--- src/rtl/aspen_pkg.sv ---
// Shared definitions for the signed PIF neuron datapath and its weight feeder.
package aspen_pkg;

  localparam int DATA_WIDTH_FRAC_DEF = 8;
  localparam int NUM_INPUT_DEF       = 31;

  typedef enum logic [1:0] {
    IDLE  = 2'd0,
    SCAN  = 2'd1,
    DRAIN = 2'd2,
    DONE  = 2'd3
  } state_t;

endpackage

--- src/rtl/pif_weight_streamer_if.sv ---
// Bundle of the streamer's control, weight-memory and neuron-side signals.
interface pif_weight_streamer_if
  import aspen_pkg::*;
#(
  parameter int DATA_WIDTH_FRAC = DATA_WIDTH_FRAC_DEF,
  parameter int NUM_INPUT       = NUM_INPUT_DEF,
  parameter int SIZE_CODE       = $clog2(NUM_INPUT)
) ();

  logic                              start;
  logic        [NUM_INPUT-1:0]       spikeIn;
  logic                              memEn;
  logic        [SIZE_CODE-1:0]       memAddr;
  logic signed [DATA_WIDTH_FRAC-1:0] memData;
  logic                              readyMem;
  logic signed [DATA_WIDTH_FRAC-1:0] weightData;
  logic                              enable;
  logic                              finished;
  logic                              busy;
  logic        [SIZE_CODE:0]         weightCount;

  // A weight transfers in every cycle where readyMem is high and the streamer
  // holds a buffered weight; weightData is that weight, and zero in all other
  // cycles. memData is sampled exactly one cycle after memEn.
  modport slave (
    input  start, spikeIn, memData, readyMem,
    output memEn, memAddr, weightData, enable, finished, busy, weightCount
  );

  modport master (
    output start, spikeIn, memData, readyMem,
    input  memEn, memAddr, weightData, enable, finished, busy, weightCount
  );

endinterface

--- src/rtl/weight_skid_fifo.sv ---
// Two-entry signed FIFO buffering weight-memory returns ahead of the neuron.
module weight_skid_fifo #(
  parameter int WIDTH = 8
) (
  input  logic                    clk,
  input  logic                    rst_n,
  input  logic                    push_i,
  input  logic signed [WIDTH-1:0] data_i,
  input  logic                    pop_i,
  output logic signed [WIDTH-1:0] head_o,
  output logic                    empty_o,
  output logic                    full_o,
  output logic [1:0]              count_o
);

  logic signed [WIDTH-1:0] mem_q [2];
  logic                    wr_q;
  logic                    rd_q;
  logic [1:0]              count_q;
  logic                    push_ok;
  logic                    pop_ok;

  assign empty_o = (count_q == 2'd0);
  assign full_o  = (count_q == 2'd2);
  assign count_o = count_q;
  assign head_o  = mem_q[rd_q];

  // A push into a full FIFO is only accepted when the head leaves the same cycle.
  assign push_ok = push_i && (!full_o || pop_i);
  assign pop_ok  = pop_i && !empty_o;

  always_ff @(posedge clk or negedge rst_n) begin
    if (!rst_n) begin
      mem_q[0] <= '0;
      mem_q[1] <= '0;
      wr_q     <= 1'b0;
      rd_q     <= 1'b0;
      count_q  <= 2'd0;
    end else begin
      if (push_ok) begin
        mem_q[wr_q] <= data_i;
        wr_q        <= ~wr_q;
      end
      if (pop_ok) begin
        rd_q <= ~rd_q;
      end
      count_q <= count_q + {1'b0, push_ok} - {1'b0, pop_ok};
    end
  end

endmodule

--- src/rtl/pif_weight_streamer.sv ---
// Scans a latched spike vector, fetches each spiking synapse's weight and streams it to the neuron.
module pif_weight_streamer
  import aspen_pkg::*;
#(
  parameter int DATA_WIDTH_FRAC = DATA_WIDTH_FRAC_DEF,
  parameter int NUM_INPUT       = NUM_INPUT_DEF,
  parameter int SIZE_CODE       = $clog2(NUM_INPUT)
) (
  input  logic                 clk,
  input  logic                 reset,
  pif_weight_streamer_if.slave bus,
  output state_t               dbg_state_o
);

  localparam logic [SIZE_CODE-1:0] LAST_IDX = SIZE_CODE'(NUM_INPUT - 1);

  state_t                      state_q, state_d;
  logic [NUM_INPUT-1:0]        spike_q, spike_d;
  logic [SIZE_CODE-1:0]        ptr_q, ptr_d;
  logic [SIZE_CODE:0]          cnt_q, cnt_d;
  logic                        enable_q, enable_d;
  logic                        finished_q, finished_d;
  logic                        inflight_q, inflight_d;

  logic signed [DATA_WIDTH_FRAC-1:0] fifo_head;
  logic                        fifo_empty;
  logic                        fifo_full;
  logic [1:0]                  fifo_count;
  logic                        pop;
  logic                        issue;
  logic                        credit_ok;
  logic                        drained;
  logic [2:0]                  occ;

  weight_skid_fifo #(.WIDTH(DATA_WIDTH_FRAC)) u_fifo (
    .clk     (clk),
    .rst_n   (reset),
    .push_i  (inflight_q),
    .data_i  (bus.memData),
    .pop_i   (pop),
    .head_o  (fifo_head),
    .empty_o (fifo_empty),
    .full_o  (fifo_full),
    .count_o (fifo_count)
  );

  assign pop = bus.readyMem && !fifo_empty;

  // Slots committed next cycle: buffered plus in-flight, minus the one leaving now.
  assign occ       = {1'b0, fifo_count} + {2'b0, inflight_q} - {2'b0, pop};
  assign credit_ok = (occ < 3'd2);
  assign drained   = !inflight_q && (fifo_empty || (pop && !fifo_full));

  always_comb begin
    state_d    = state_q;
    spike_d    = spike_q;
    ptr_d      = ptr_q;
    cnt_d      = cnt_q + {{SIZE_CODE{1'b0}}, pop};
    enable_d   = enable_q;
    finished_d = finished_q;
    issue      = 1'b0;
    case (state_q)
      IDLE, DONE: begin
        if (bus.start) begin
          spike_d    = bus.spikeIn;
          ptr_d      = '0;
          cnt_d      = '0;
          enable_d   = 1'b1;
          finished_d = 1'b0;
          state_d    = SCAN;
        end
      end
      SCAN: begin
        issue = spike_q[ptr_q] && credit_ok;
        if (!spike_q[ptr_q] || credit_ok) begin
          if (ptr_q == LAST_IDX) begin
            // With nothing outstanding the timestep can close straight from the last index.
            if (!issue && drained) begin
              state_d    = DONE;
              finished_d = 1'b1;
              enable_d   = 1'b0;
            end else begin
              state_d = DRAIN;
            end
          end else begin
            ptr_d = ptr_q + 1'b1;
          end
        end
      end
      DRAIN: begin
        if (drained) begin
          state_d    = DONE;
          finished_d = 1'b1;
          enable_d   = 1'b0;
        end
      end
      default: state_d = IDLE;
    endcase
  end

  assign inflight_d = issue;

  always_ff @(posedge clk or negedge reset) begin
    if (!reset) begin
      state_q    <= IDLE;
      spike_q    <= '0;
      ptr_q      <= '0;
      cnt_q      <= '0;
      enable_q   <= 1'b0;
      finished_q <= 1'b0;
      inflight_q <= 1'b0;
    end else begin
      state_q    <= state_d;
      spike_q    <= spike_d;
      ptr_q      <= ptr_d;
      cnt_q      <= cnt_d;
      enable_q   <= enable_d;
      finished_q <= finished_d;
      inflight_q <= inflight_d;
    end
  end

  assign bus.memEn       = issue;
  assign bus.memAddr     = issue ? ptr_q : '0;
  assign bus.weightData  = pop ? fifo_head : '0;
  assign bus.enable      = enable_q;
  assign bus.finished    = finished_q;
  assign bus.busy        = (state_q == SCAN) || (state_q == DRAIN);
  assign bus.weightCount = cnt_q;
  assign dbg_state_o     = state_q;

endmodule

--- src/flat_wrapper.sv ---
// flat-port wrapper written by rule: the top's interface ports become plain ports
module pif_weight_streamer_flat import aspen_pkg::*;
#(
  parameter int DATA_WIDTH_FRAC = DATA_WIDTH_FRAC_DEF,
  parameter int NUM_INPUT       = NUM_INPUT_DEF,
  parameter int SIZE_CODE       = $clog2(NUM_INPUT)
)
  (clk, reset, dbg_state_o, bus_start, bus_spikeIn, bus_memData, bus_readyMem, bus_memEn, bus_memAddr, bus_weightData, bus_enable, bus_finished, bus_busy, bus_weightCount);
  pif_weight_streamer_if #(.DATA_WIDTH_FRAC(DATA_WIDTH_FRAC), .NUM_INPUT(NUM_INPUT), .SIZE_CODE(SIZE_CODE)) bus_i ();
  input  logic clk;
  input  logic reset;
  output state_t dbg_state_o;
  input wire logic [$bits(bus_i.start)-1:0] bus_start;
  input wire logic [$bits(bus_i.spikeIn)-1:0] bus_spikeIn;
  input wire logic [$bits(bus_i.memData)-1:0] bus_memData;
  input wire logic [$bits(bus_i.readyMem)-1:0] bus_readyMem;
  output wire logic [$bits(bus_i.memEn)-1:0] bus_memEn;
  output wire logic [$bits(bus_i.memAddr)-1:0] bus_memAddr;
  output wire logic [$bits(bus_i.weightData)-1:0] bus_weightData;
  output wire logic [$bits(bus_i.enable)-1:0] bus_enable;
  output wire logic [$bits(bus_i.finished)-1:0] bus_finished;
  output wire logic [$bits(bus_i.busy)-1:0] bus_busy;
  output wire logic [$bits(bus_i.weightCount)-1:0] bus_weightCount;
  assign bus_i.start = bus_start;
  assign bus_i.spikeIn = bus_spikeIn;
  assign bus_i.memData = bus_memData;
  assign bus_i.readyMem = bus_readyMem;
  assign bus_memEn = bus_i.memEn;
  assign bus_memAddr = bus_i.memAddr;
  assign bus_weightData = bus_i.weightData;
  assign bus_enable = bus_i.enable;
  assign bus_finished = bus_i.finished;
  assign bus_busy = bus_i.busy;
  assign bus_weightCount = bus_i.weightCount;
  pif_weight_streamer #(.DATA_WIDTH_FRAC(DATA_WIDTH_FRAC), .NUM_INPUT(NUM_INPUT), .SIZE_CODE(SIZE_CODE)) u_core (.clk(clk), .reset(reset), .bus(bus_i), .dbg_state_o(dbg_state_o));
endmodule
--- config.mk ---
export PLATFORM = sky130hd
export DESIGN_NAME = pif_weight_streamer_flat
export DESIGN_NICKNAME = d
export VERILOG_FILES = /design/src/rtl/aspen_pkg.sv /design/src/rtl/pif_weight_streamer_if.sv /design/src/rtl/weight_skid_fifo.sv /design/src/rtl/pif_weight_streamer.sv /design/src/flat_wrapper.sv
export SDC_FILE = /design/constraint.sdc
export NUM_CORES = 1
export LEC_CHECK = 0
export CORE_MARGIN = 4
export CORE_UTILIZATION = 55
export CTS_CLUSTER_DIAMETER = 200
export DETAILED_ROUTE_END_ITERATION = 12
export PLACE_DENSITY = 0.85
export SLEW_MARGIN = 20
export SYNTH_ARGS = -nofsm -noshare
export SYNTH_HDL_FRONTEND = slang
export SYNTH_SLANG_ARGS = --single-unit
--- constraint.sdc ---
create_clock -name clk -period 8 [get_ports clk]
set_clock_uncertainty 0.05 [all_clocks]
set_input_delay 2.4 -clock clk [delete_from_list [all_inputs] [get_ports clk]]
set_output_delay 2.4 -clock clk [all_outputs]
set_load 0.1 [all_outputs]
==> reports/qor.yml, run 1 <==
r2r_cells: 7
portBuffers: 67
end_kind: "primary output"
grtUsageTotal_pct: 20.0
final_cell_mix: "dfrtp_1 (67), clkdlybuf4s50_1 (52), mux2_2 (48)"
grt_pass1_wl_um: 11400
viasPerCell: 5.67
worst_ep_arrival_time_ns: 4.90
maxSlewHeadroom_pct: 34.3
synth_area_um2: 3310
p_sw_share_pct: 43.0
cp_max_fo: 7
reg2reg_slack_ns: 4.96
dp_cells: 397
antenna_found_initial: 0
post_cts_resized: 0
floorplan.rows: 27
dp_slack_ns: 0.652
syn_nets: 321
hold_class: "flop to flop"
seqCellArea_um2: 1680
n_antenna_cell: 0
setup_viol: 0
p_leak_nw: 1.90
gr-total-overflow: 0
gp_congestion: 0.795
power_density_nw_per_um2: 430
drt_iter0_drc: 108
hold_depth: 1
grt_pass1_vias: 2471
cts_hold_buf: 0
synth_cells: 268
drc_errors: 0
layout_commonest_cell: "dfrtp_1"
pwr-share-clk_pct: 15.8
pin_count: 68
cp_data_required_time_ns: 5.55
hold_viol: 0
worst-setup-path-type: "input pin to primary output"
drive_above_1_share_pct: 26.8
crit_path_start_kind: "input pin"
maxCapViolations: 0
area_growth_pct: 29.9
die-area_um2: 7320
via_count: 2335
synth_area_leaders: "dfrtp_1 (51%), mux2_2 (16%), mux2i_1 (5.8%)"
outcome: "complete, no violations"
synth_largest_area_cell: "dfrtp_1"
p_switching_mw: 0.795
initial_core_util_pct: 58.3
clkSinkCount: 67
cts_made_buffers: 9
final_cells: 412
ant_nets: 0
peakVddDrop_v: 0.000412
post-cts-setup-buffers: 0
worst-slew-pin-transition_ns: 0.982
fin_crit_sh_pct: 91.8
synth_top_area_share_pct: 50.7
seq_power_share_pct: 33.3
fmaxAchievable_ghz: 0.136
chipWidth_um: 85.5
period_minus_slack_ns: 7.35
clockBufferDepth: 2
cts_max_level: 3
rsz0062_at_grt: "false"
wl_per_cell_um: 16.2
whs_endpoint: "u_core.spike_q[13]$_DFFE_PN0P_"
insertion_delay_ns: 0.34
tritoncts: "yes"
clkTransAtPathRegs_ns: 0.06
nFillCells: 383
chipHeight_um: 85.5
synth_seq_cells: 67
core_um2: 5680
slew_viol_final: 0
postSynthAreaPerCell_um2: 12.3
reg2reg_to: "u_core.ptr_q[1]$_DFFE_PN0P_"
hold_slack_ns: 0.454
fin_nets: 389
ys_warn_count: 0
holdCritStartpoint: "u_core.spike_q[13]$_DFFE_PN0P_"
pwr-share-comb_pct: 51.0
setup_ws_ns: 0.654
power.internal_mw: 1.05
dp_hpwl_um: 4830
drtPass1Iterations: 4
yosysSeqAreaShare_pct: 50.7
grt_max_degree: 68
reg2reg_from: "u_core.ptr_q[1]$_DFFE_PN0P_"
root_buffer: "clkbuf_8"
multi_input_area_um2: 1540
setup_tns_ns: 0
wl_um: 6680
synth_cell_types: 44
[critical path, stage by stage]
cell and delay (ns):
clkdlybuf4s50_1 0.43, o21ai_0 0.13, inv_1 0.10, ha_1 0.28, nand2b_1 0.16, fa_1 0.39, xnor2_1 0.15, nand2_1 0.12
nor3b_4 0.33, and2_2 0.23, buf_12 0.17
[sequential cells by signal, summed over array words and instances (netlist names)]
register,flops
u_core.bus.enable,1
u_core.bus.finished,1
u_core.bus.weightCount,6
u_core.dbg_state_o,2
u_core.inflight_q,1
u_core.ptr_q,5
u_core.spike_q,31
u_core.u_fifo.count_o,2
u_core.u_fifo.mem_q,16
u_core.u_fifo.rd_q,1
u_core.u_fifo.wr_q,1
[synth_stat cells]
master     count
nand2b_1       3
buf_2          2
a2bb2oi_1      1
nor2_1        14
nor4_1         1
a311oi_1       2
clkbuf_1      10
o31ai_1        2
inv_1         13
dfrtp_1       67
o2bb2ai_1      2
a31oi_4        1
fa_1           1
nand3b_1       1
nor2b_1        2
a21oi_1        5
o21ai_2        1
a32o_1         2
or3b_1         1
mux2_2        48
o211ai_1       1
nor2_2         1
or4b_1         1
o21ai_1        2
nor3b_1        1
o21a_1         1
a311o_1        1
or3_1          3
a41o_1         1
mux2i_1       19
a221oi_1       1
nand2_1       15
mux4_1         1
and2_1         7
and3_1         2
ha_1           9
xor2_1         2
o31a_1         1
buf_6          1
mux4_2         2
xnor2_1        7
or2_0          1
nand3_1        5
o21ai_0        4
[per-stage QoR]
stage	utilization (%)	total power, mW	area (um2)
floorplan	-	1.34	3320
global placement	72.0	1.52	4080
detailed placement	72.0	1.56	4080
CTS	75.7	1.86	4300
global route	75.7	1.96	4300
finish	75.7	1.85	4300
[kinds of logic after synthesis]
group | after synthesis | synth area share (%)
buffers and inverters | 26 | 3.25
AO/OA/AOI/OAI | 28 | 6.55
flip-flops | 67 | 50.7
AND/OR/NAND/NOR | 58 | 8.85
XOR/XNOR | 9 | 2.38
adder cells (fa/ha/maj) | 10 | 4.01
multiplexers | 70 | 24.3
[power groups by stage]
stage | Clock (mW) | Combinational [mW] | Sequential [mW]
final | 0.292 | 0.943 | 0.615
after CTS | 0.300 | 0.949 | 0.614
after global placement | 0 | 0.915 | 0.609
after global routing | 0.316 | 1.01 | 0.635
after floorplan | 0 | 0.662 | 0.679
after detailed placement | 0 | 0.943 | 0.620
[layer usage]
layer | GRT usage, % | part of all wire, % | vias up | wire (um)
li1 | - | - | 1083 | -
met5 | 0 | 0 | - | 0
met4 | 9.78 | 1.7 | 0 | 113
met3 | 4.61 | 4.4 | 11 | 296
met1 | 24.2 | 43 | 1175 | 2870
met2 | 33.5 | 51 | 66 | 3400
[how the worst max path moves through the flow]
stage	startpoint	depth (start not counted)	slack, ns	to
2_1_floorplan	bus_readyMem	10	0.1	bus_memAddr[0]
3_3_place_gp	bus_readyMem	11	0.75	bus_memAddr[1]
3_5_place_dp	bus_readyMem	11	0.65	bus_memAddr[1]
4_1_cts	bus_readyMem	11	0.64	bus_memAddr[1]
5_1_grt	bus_readyMem	11	0.50	bus_memAddr[0]
6_report	bus_readyMem	11	0.65	bus_memAddr[1]
[layout make-up]
cell class / count / share of cell area (%)
Tap cell: 72 / 2.10
Clock buffer: 14 / 4.25
Clock inverter: 1 / 0.699
Multi-Input combinational cell: 175 / 35.8
Inverter: 13 / 1.14
Timing Repair Buffer: 70 / 16.9
Sequential cell: 67 / 39.0
Note: power is estimated with default switching activity, not from simulation.
==> run 2: changes to the inputs <==
- CORE_UTILIZATION: 55 -> 30
- PLACE_DENSITY: 0.85 -> default
==> run 2 against run 1 <==
  * Core utilization is 35 points lower
  * Global-route usage is 8.3 points lower
  * Non-clock buffer count unchanged
  * Flip-flop and latch count stayed put
  * Clock power hardly changed
  * Cell area rose by 1.8%
  * Critical path type unchanged
  * Via count decreased by 3.0%
==> reports/qor.yml, run 2 (synthesis gave the netlist of run 1 again) <==
outcome: "complete, no violations"
fmaxAchievable_ghz: 0.137
post_cts_resized: 0
fin_nets: 389
largest_register_ffs: 31
tritoncts: "yes"
fin_crit_sh_pct: 91.0
dp_cells: 465
n_antenna_cell: 0
drt_iter0_drc: 136
clockBufferDepth: 2
drtPass1Iterations: 4
layout_commonest_cell: "dfrtp_1"
top_register: "u_core.spike_q"
end_kind: "primary output"
hold_viol: 0
viasPerCell: 4.71
final_cells: 481
path_cells: "clkdlybuf4s50_1 > o21ai_0 > inv_1 > ha_1 > nand2b_1 > fa_1 > xnor2_1 > nand2_1 > nor3b_4 > and2_2 > buf_12"
grt_pass1_wl_um: 12000
core_um2: 10800
maxCapViolations: 0
dp_hpwl_um: 5060
cp_max_fo: 7
initial_core_util_pct: 30.6
dp_slack_ns: 0.701
peakVddDrop_v: 0.000326
portBuffers: 67
slowest_delay_ns: 0.49
setup_tns_ns: 0
worst-setup-path-type: "input pin to primary output"
power_density_nw_per_um2: 422
chipHeight_um: 113
gr-total-overflow: 0
clkSinkCount: 67
cts_hold_buf: 0
crit_path_start_kind: "input pin"
cp_data_required_time_ns: 5.55
crit_family: "simple AND/OR/NAND/NOR gates"
wl_per_cell_um: 14.7
die-area_um2: 12800
hold_slack_ns: 0.450
worst-slew-pin-transition_ns: 0.984
worst_ep_arrival_time_ns: 4.83
drive_above_1_share_pct: 27.3
clkTransAtPathRegs_ns: 0.09
root_buffer: "clkbuf_8"
fin_util_pct: 40.5
cts_made_buffers: 9
chipWidth_um: 113
crit_slowest_cell: "clkdlybuf4s50_1"
setup_ws_ns: 0.718
grt_max_degree: 68
hold_class: "flop to flop"
wl_um: 7090
slew_viol_final: 0
path_buf_inv: 3
drc_errors: 0
period_minus_slack_ns: 7.28
antenna_found_initial: 0
floorplan.rows: 38
setup_viol: 0
final_cell_mix: "dfrtp_1 (67), clkdlybuf4s50_1 (52), mux2_2 (48)"
ant_nets: 0
rsz0062_at_grt: "false"
insertion_delay_ns: 0.34
pin_count: 68
cts_max_level: 3
nFillCells: 1020
grtUsageTotal_pct: 11.7
p_leak_nw: 1.89
via_count: 2264
area_growth_pct: 32.3
post-cts-setup-buffers: 0
grt_pass1_vias: 2409
gp_congestion: 0.730
maxSlewHeadroom_pct: 34.2
-- run 2: worst reg2reg max path: cells and delay by family (launching register included) --
kind	cells	cell delay, ns
AO/OA/AOI/OAI	3	0.62
flip-flops	1	0.89
multiplexers	1	0.60
AND/OR/NAND/NOR	3	0.84
-- run 2: worst paths after layout --
path	startpoint	to	slack [ns]	cells past startpoint
min in group asynchronous	reset	u_core.u_fifo.mem_q[4]$_DFFE_PN0P_	2.19	2
hold reg to reg	u_core.u_fifo.wr_q$_DFFE_PN0P_	u_core.u_fifo.wr_q$_DFFE_PN0P_	0.45	1
setup / recovery	bus_readyMem	bus_memAddr[1]	0.72	11
hold / removal	u_core.u_fifo.wr_q$_DFFE_PN0P_	u_core.u_fifo.wr_q$_DFFE_PN0P_	0.45	1
setup reg to reg	u_core.ptr_q[1]$_DFFE_PN0P_	u_core.ptr_q[1]$_DFFE_PN0P_	4.93	7
max in group asynchronous	reset	u_core.bus.enable$_DFFE_PN0P_	5.16	2
-- run 2: layout make-up --
type	count	area, um2	share of cell area (%)
Sequential cell	67	1680	38.3
Multi-Input combinational cell	175	1540	35.2
Timing Repair Buffer	70	728	16.6
Tap cell	140	175	4.00
Clock buffer	9	124	2.83
Clock inverter	7	82.6	1.89
Inverter	13	48.8	1.12
-- run 2: where the power goes --
group          internal (mW)  switching (mW)  total, mW
logic                  0.389           0.549      0.938
registers              0.488           0.124      0.612
clock network          0.149           0.145      0.294
total                   1.03           0.819       1.84
-- run 2: through the flow --
step | instance area [um2] | power [mW]
after detailed placement | 4170 | 1.57
after global routing | 4380 | 1.96
after CTS | 4380 | 1.87
after floorplan | 3320 | 1.34
after global placement | 4170 | 1.55
final | 4380 | 1.84
-- run 2: layer usage --
metal | GRT usage, % | share of wire, %
met2 | 18.4 | 46
met4 | 5.37 | 1.8
met5 | 0 | 0
met1 | 15.5 | 48
met3 | 2.51 | 3.7
